===== src/rtl/hazard_stall_unit.sv =====
// hazard_stall_unit: pipeline interlock for the 19-bit MIPS core.
// Stalls on load-use, flushes on taken branch, freezes for data memory.
module hazard_stall_unit #(
    parameter int MEM_WAIT_CYCLES = 2,
    parameter int COUNT_W         = 16
) (
    input  logic               clk,
    input  logic               rst,
    input  logic [18:0]        ID_inst,
    input  logic               ID_reg2_read_source,
    input  logic [18:0]        EX_inst,
    input  logic               EX_mem_read,
    input  logic               EX_branch_taken,
    input  logic               MEM_mem_access,
    output logic               pc_write,
    output logic               IF_ID_write,
    output logic               IF_ID_flush,
    output logic               ID_EX_bubble,
    output logic               EX_MEM_write,
    output logic               MEM_WB_bubble,
    output logic [COUNT_W-1:0] stall_cycles,
    output logic [COUNT_W-1:0] flush_count
);

    localparam logic [1:0] ST_RUN  = 2'd0;
    localparam logic [1:0] ST_WAIT = 2'd1;
    localparam logic [1:0] ST_DONE = 2'd2;

    localparam logic [3:0] WAIT_LOAD =
        (MEM_WAIT_CYCLES >= 2) ? 4'(MEM_WAIT_CYCLES - 2) : 4'd0;
    localparam logic MEM_SLOW = (MEM_WAIT_CYCLES != 0);
    localparam logic ONE_WAIT = (MEM_WAIT_CYCLES == 1);
    localparam logic [COUNT_W-1:0] CNT_ONE = COUNT_W'(1);

    logic [1:0] state;
    logic [3:0] cnt;
    logic [2:0] ex_dest;
    logic [2:0] id_src1;
    logic [2:0] id_src2;
    logic       load_use;
    logic       freeze;
    logic       m_rst;
    logic       m_frz;
    logic       m_br;
    logic       m_lu;
    logic       unused_bits;

    assign ex_dest = EX_inst[13:11];
    assign id_src1 = ID_inst[10:8];
    assign id_src2 = ID_reg2_read_source ? ID_inst[10:8] : ID_inst[7:5];

    assign load_use = EX_mem_read && (ex_dest != 3'd0) &&
                      ((ex_dest == id_src1) || (ex_dest == id_src2));

    assign freeze = (state == ST_RUN && MEM_mem_access && MEM_SLOW) ||
                    (state == ST_WAIT);

    // One-hot action select; earlier terms mask later ones.
    assign m_rst = rst;
    assign m_frz = !rst && freeze;
    assign m_br  = !rst && !freeze && EX_branch_taken;
    assign m_lu  = !rst && !freeze && !EX_branch_taken && load_use;

    assign unused_bits = ^{ID_inst[18:11], ID_inst[4:0],
                           EX_inst[18:14], EX_inst[10:0]};

    // Pipeline-register enables and bubble selects for the chosen action.
    always_comb begin
        pc_write      = 1'b1;
        IF_ID_write   = 1'b1;
        IF_ID_flush   = 1'b0;
        ID_EX_bubble  = 1'b0;
        EX_MEM_write  = 1'b1;
        MEM_WB_bubble = 1'b0;
        unique case (1'b1)
            m_rst: begin
                pc_write      = 1'b0;
                IF_ID_write   = 1'b0;
                IF_ID_flush   = 1'b1;
                ID_EX_bubble  = 1'b1;
                EX_MEM_write  = 1'b0;
                MEM_WB_bubble = 1'b1;
            end
            m_frz: begin
                pc_write      = 1'b0;
                IF_ID_write   = 1'b0;
                EX_MEM_write  = 1'b0;
                MEM_WB_bubble = 1'b1;
            end
            m_br: begin
                IF_ID_flush  = 1'b1;
                ID_EX_bubble = 1'b1;
            end
            m_lu: begin
                pc_write     = 1'b0;
                IF_ID_write  = 1'b0;
                ID_EX_bubble = 1'b1;
            end
            default: begin
            end
        endcase
    end

    // Memory freeze sequencer: RUN -> WAIT (countdown) -> DONE -> RUN.
    always_ff @(posedge clk) begin
        if (rst) begin
            state <= ST_RUN;
            cnt   <= 4'd0;
        end else begin
            unique case (state)
                ST_RUN: begin
                    if (freeze) begin
                        if (ONE_WAIT) begin
                            state <= ST_DONE;
                        end else begin
                            state <= ST_WAIT;
                            cnt   <= WAIT_LOAD;
                        end
                    end
                end
                ST_WAIT: begin
                    if (cnt == 4'd0) state <= ST_DONE;
                    else             cnt   <= cnt - 4'd1;
                end
                ST_DONE: state <= ST_RUN;
                default: state <= ST_RUN;
            endcase
        end
    end

    // Saturating counts of stalled cycles and branch flushes.
    always_ff @(posedge clk) begin
        if (rst) begin
            stall_cycles <= '0;
            flush_count  <= '0;
        end else begin
            if (!pc_write && stall_cycles != '1)
                stall_cycles <= stall_cycles + CNT_ONE;
            if (IF_ID_flush && flush_count != '1)
                flush_count <= flush_count + CNT_ONE;
        end
    end

endmodule


===== config.mk =====
export PLATFORM = sky130hd
export DESIGN_NAME = hazard_stall_unit
export DESIGN_NICKNAME = d
export VERILOG_FILES = /design/src/rtl/hazard_stall_unit.sv
export SDC_FILE = /design/constraint.sdc
export NUM_CORES = 1
export LEC_CHECK = 0
export CORE_AREA = 3 3 72 74
export DETAILED_ROUTE_END_ITERATION = 8
export DIE_AREA = 0 0 75 77
export GPL_ROUTABILITY_DRIVEN = 0
export HOLD_SLACK_MARGIN = 0.03
export PLACE_DENSITY_LB_ADDON = 0.12
export SLEW_MARGIN = 20
export SYNTH_ARGS = -nofsm -noshare
export SYNTH_HDL_FRONTEND = slang
export SYNTH_SLANG_ARGS = --single-unit

===== constraint.sdc =====
create_clock -name clk -period 2.8 [get_ports clk]
set_clock_uncertainty 0.2 [all_clocks]
set_input_delay 0.28 -clock clk [delete_from_list [all_inputs] [get_ports clk]]
set_output_delay 0.28 -clock clk [all_outputs]
set_load 0.03 [all_outputs]

==> reports/qor.yml, run 1 <==
status: "finished, final reports clean"
ys_ff_latch: 38
n_antenna_cell: 0
syn-num-nets: 272
areaGrowthSynthToFinish_pct: 35.3
min_period_over_period_pct: 94.6
swShare_pct: 31.1
nets: 331
cp-end-kind: "output pin"
p_switching_uw: 425
place_hpwl_mm: 3.10
vias_per_cell: 5.21
ios: 82
clock_sinks: 38
r2r_end: "stall_cycles[13]"
relSlewSlack_pct: 65.4
p_comb_share_pct: 26.1
setup-tns-final_ns: 0
ys.flop_type: "dfxtp_1"
multi_input_area_um2: 1120
synth_area_leaders: "dfxtp_1 39%, xnor2_1 7.6%, nor2_1 7.5%"
instances_no_fill: 338
worst_pin_slew_ns: 0.505
finalHoldViolations: 0
clkLatencyLatePin_ns: 0.29
grt_overflow: 0
drcViolationCount: 0
synth_top_area_share_pct: 38.9
regArea_um2: 761
min_to: "state[1]"
cts.path.max_buffers: 2
grt_use_total_pct: 15.8
wl_per_cell_um: 12.9
fmax_mhz: 378
grt_max_degree: 30
die_w_um: 75
rows: 25
cts_tree: "done"
period_needed_ns: 2.65
min_from: "state[1]"
r2r_slack_ns: 0.61
cp.required_ns: 2.32
grt_pass1_vias: 1640
arrival_ns: 2.17
leakage_nw: 0.911
p_seq_share_pct: 45.4
ir_worst_vdd_uv: 386
placed_cells: 330
ys_async_sr_fraction_pct: 0
drv_slew: 0
holdPathStages: 1
grt_first_pass_wirelength_mm: 7.30
yosys.area.top_type: "dfxtp_1"
ant_nets: 0
synth_cell_types: 44
yosysSeqAreaShare_pct: 38.9
clk_pin_slew_ns: 0.07
rsz0062_at_grt: "no"
setup_viol_count_final: 0
nFillCells: 449
min_path_type: "reg -> reg"
layout-drive-gt1-share_pct: 9.86
antenna_found_initial: 0
synth.cell_area_um2: 1960
syn_inst: 224
ff2ff_path_depth: 7
core_area_um2: 4660
hold_buffers: 0
cp-start-kind: "input port"
syn_avg_cell_area_um2: 8.73
synth_edf_count: 0
ctsResizeCount: 0
die_area_um2: 5780
start_util_pct: 42.0
die_y_um: 77
drtPass1Iterations: 4
drt_iter0_markers: 90
clockRootBuffer: "clkbuf_8"
crit_fanout: 3
yosysWarnings: 0
portBuffers: 52
timing.rr.start: "stall_cycles[7]"
cts_htree_levels: 2
vias: 1760
cts_buffers: 5
worstSetupPathType: "in -> out"
drt_wl_total_mm: 4.35
power.share.clock_pct: 28.5
maxCapViolations: 0
p_int_uw: 941
cts_setup_buffers: 0
p_per_area_nw_per_um2: 517
-- cells in the mapped netlist (2+ instances only) --
cell type and instances:
or2_2 2, a2111oi_4 2, and2_1 2, a21o_1 2, nand3_1 5, buf_4 2, o21ai_0 5, nand3b_1 2
clkbuf_1 3, nor4_1 2, nor2_1 39, xnor2_1 17, buf_2 2, a211oi_1 6, or3_1 4, ha_1 4
a21oi_1 8, dfxtp_1 38, nand2b_1 2, nor3_1 5, xor2_1 15, a2111oi_0 3, inv_1 8, nand4_1 11
nand2_1 15, mux2i_1 2
-- worst max-delay path: stages --
cell and delay (ns):
clkdlybuf4s50_1 0.47, xor2_1 0.19, nor4_2 0.31, o21ai_2 0.09, o21ai_0 0.14, clkdlybuf4s50_1 0.69
-- worst max-delay path by stage --
stage                start           end  slack, ns  depth (start not counted)
3_3_place_gp   EX_inst[11]  ID_EX_bubble       0.16                          6
3_5_place_dp   EX_inst[11]  ID_EX_bubble       0.15                          6
4_1_cts        EX_inst[13]  ID_EX_bubble       0.14                          6
5_1_grt        EX_inst[13]  ID_EX_bubble       0.12                          6
2_1_floorplan     state[0]      pc_write       0.36                          6
6_report       EX_inst[13]  ID_EX_bubble       0.15                          6
-- cells by family after synthesis --
kind of cell,share of synthesized area [%]
AND/OR/NAND/NOR,25.0
XOR/XNOR,14.3
multiplexers,1.60
AO/OA/AOI/OAI,14.1
flip-flops,38.9
buffers and inverters,3.58
adder cells (fa/ha/maj),2.56
-- metal layers --
layer / GRT usage, % / wire, um
met4: 5.69 / 50
met1: 20.5 / 2170
met3: 4.72 / 246
met5: 0 / 0
met2: 24.3 / 1880
-- cell type report --
cell class / count / share of cell area, %
inverters: 8 / 1.14
repair buffers: 60 / 21.6
flip-flops and latches: 38 / 28.8
multi-input cells: 170 / 42.5
clock buffers: 7 / 3.26
clock inverters: 1 / 0.189
well taps: 54 / 2.55
-- state kept, by name, indices dropped and copies added, names as in the netlist --
| name | cells |
|---|---|
| cnt | 4 |
| flush_count | 16 |
| state | 2 |
| stall_cycles | 16 |
-- power by group through the flow --
| stage | clock network, mW | registers [mW] | logic (mW) |
|---|---|---|---|
| after global routing | 0.423 | 0.628 | 0.389 |
| after global placement | 0 | 0.631 | 0.353 |
| after CTS | 0.401 | 0.621 | 0.360 |
| final | 0.390 | 0.620 | 0.356 |
| after detailed placement | 0 | 0.632 | 0.354 |
| after floorplan | 0 | 0.653 | 0.220 |
-- through the flow --
stage                     hold WS [ns]  worst slack [ns]  utilization (%)  instance area, um^2  power, mW
final                            0.270             0.152             56.8                 2650       1.37
after global routing             0.279             0.121             56.8                 2650       1.44
after CTS                        0.265             0.141             56.8                 2650       1.38
after detailed placement         0.251             0.148             54.8                 2550      0.986
after global placement           0.245             0.159             54.8                 2550      0.984
after floorplan                  0.228             0.355                -                 1960      0.873
-- cells in the final DEF (no fill, tap or decap), types with 2 or more instances in the layout --
cell             count
and2_1               2
nand3b_1             2
dfxtp_1             38
a21oi_1              8
nor4_1               2
nand2b_1             2
ha_1                 4
or2_2                2
a21o_1               2
nor3_1               5
a2111oi_4            2
clkbuf_8             6
mux2i_1              2
a2111oi_0            3
or3_1                4
nand2_1             15
nand3_1              5
nor2_1              39
nand4_1             11
buf_4               12
xnor2_1             17
clkdlybuf4s50_1     48
a211oi_1             6
o21ai_0              5
inv_1                8
xor2_1              15
Note: power is estimated with default switching activity, not from simulation.
==> inputs of run 2 (changes only) <==
--- a/config.mk
+++ b/config.mk
@@ -11,7 +11,6 @@
 export GPL_ROUTABILITY_DRIVEN = 0
 export HOLD_SLACK_MARGIN = 0.03
 export PLACE_DENSITY_LB_ADDON = 0.12
-export SLEW_MARGIN = 20
 export SYNTH_ARGS = -nofsm -noshare
 export SYNTH_HDL_FRONTEND = slang
 export SYNTH_SLANG_ARGS = --single-unit
==> results of run 2 <==
No change in the layout: final DEF, timing and power equal those of run 1.
==> inputs of run 3 (changes only) <==
--- a/config.mk
+++ b/config.mk
@@ -6,6 +6,7 @@
 export NUM_CORES = 1
 export LEC_CHECK = 0
 export CORE_AREA = 3 3 72 74
+export CTS_CLUSTER_SIZE = 24
 export DETAILED_ROUTE_END_ITERATION = 8
 export DIE_AREA = 0 0 75 77
 export GPL_ROUTABILITY_DRIVEN = 0
==> results of run 3 <==
No change in the layout: final DEF, timing and power equal those of run 1.
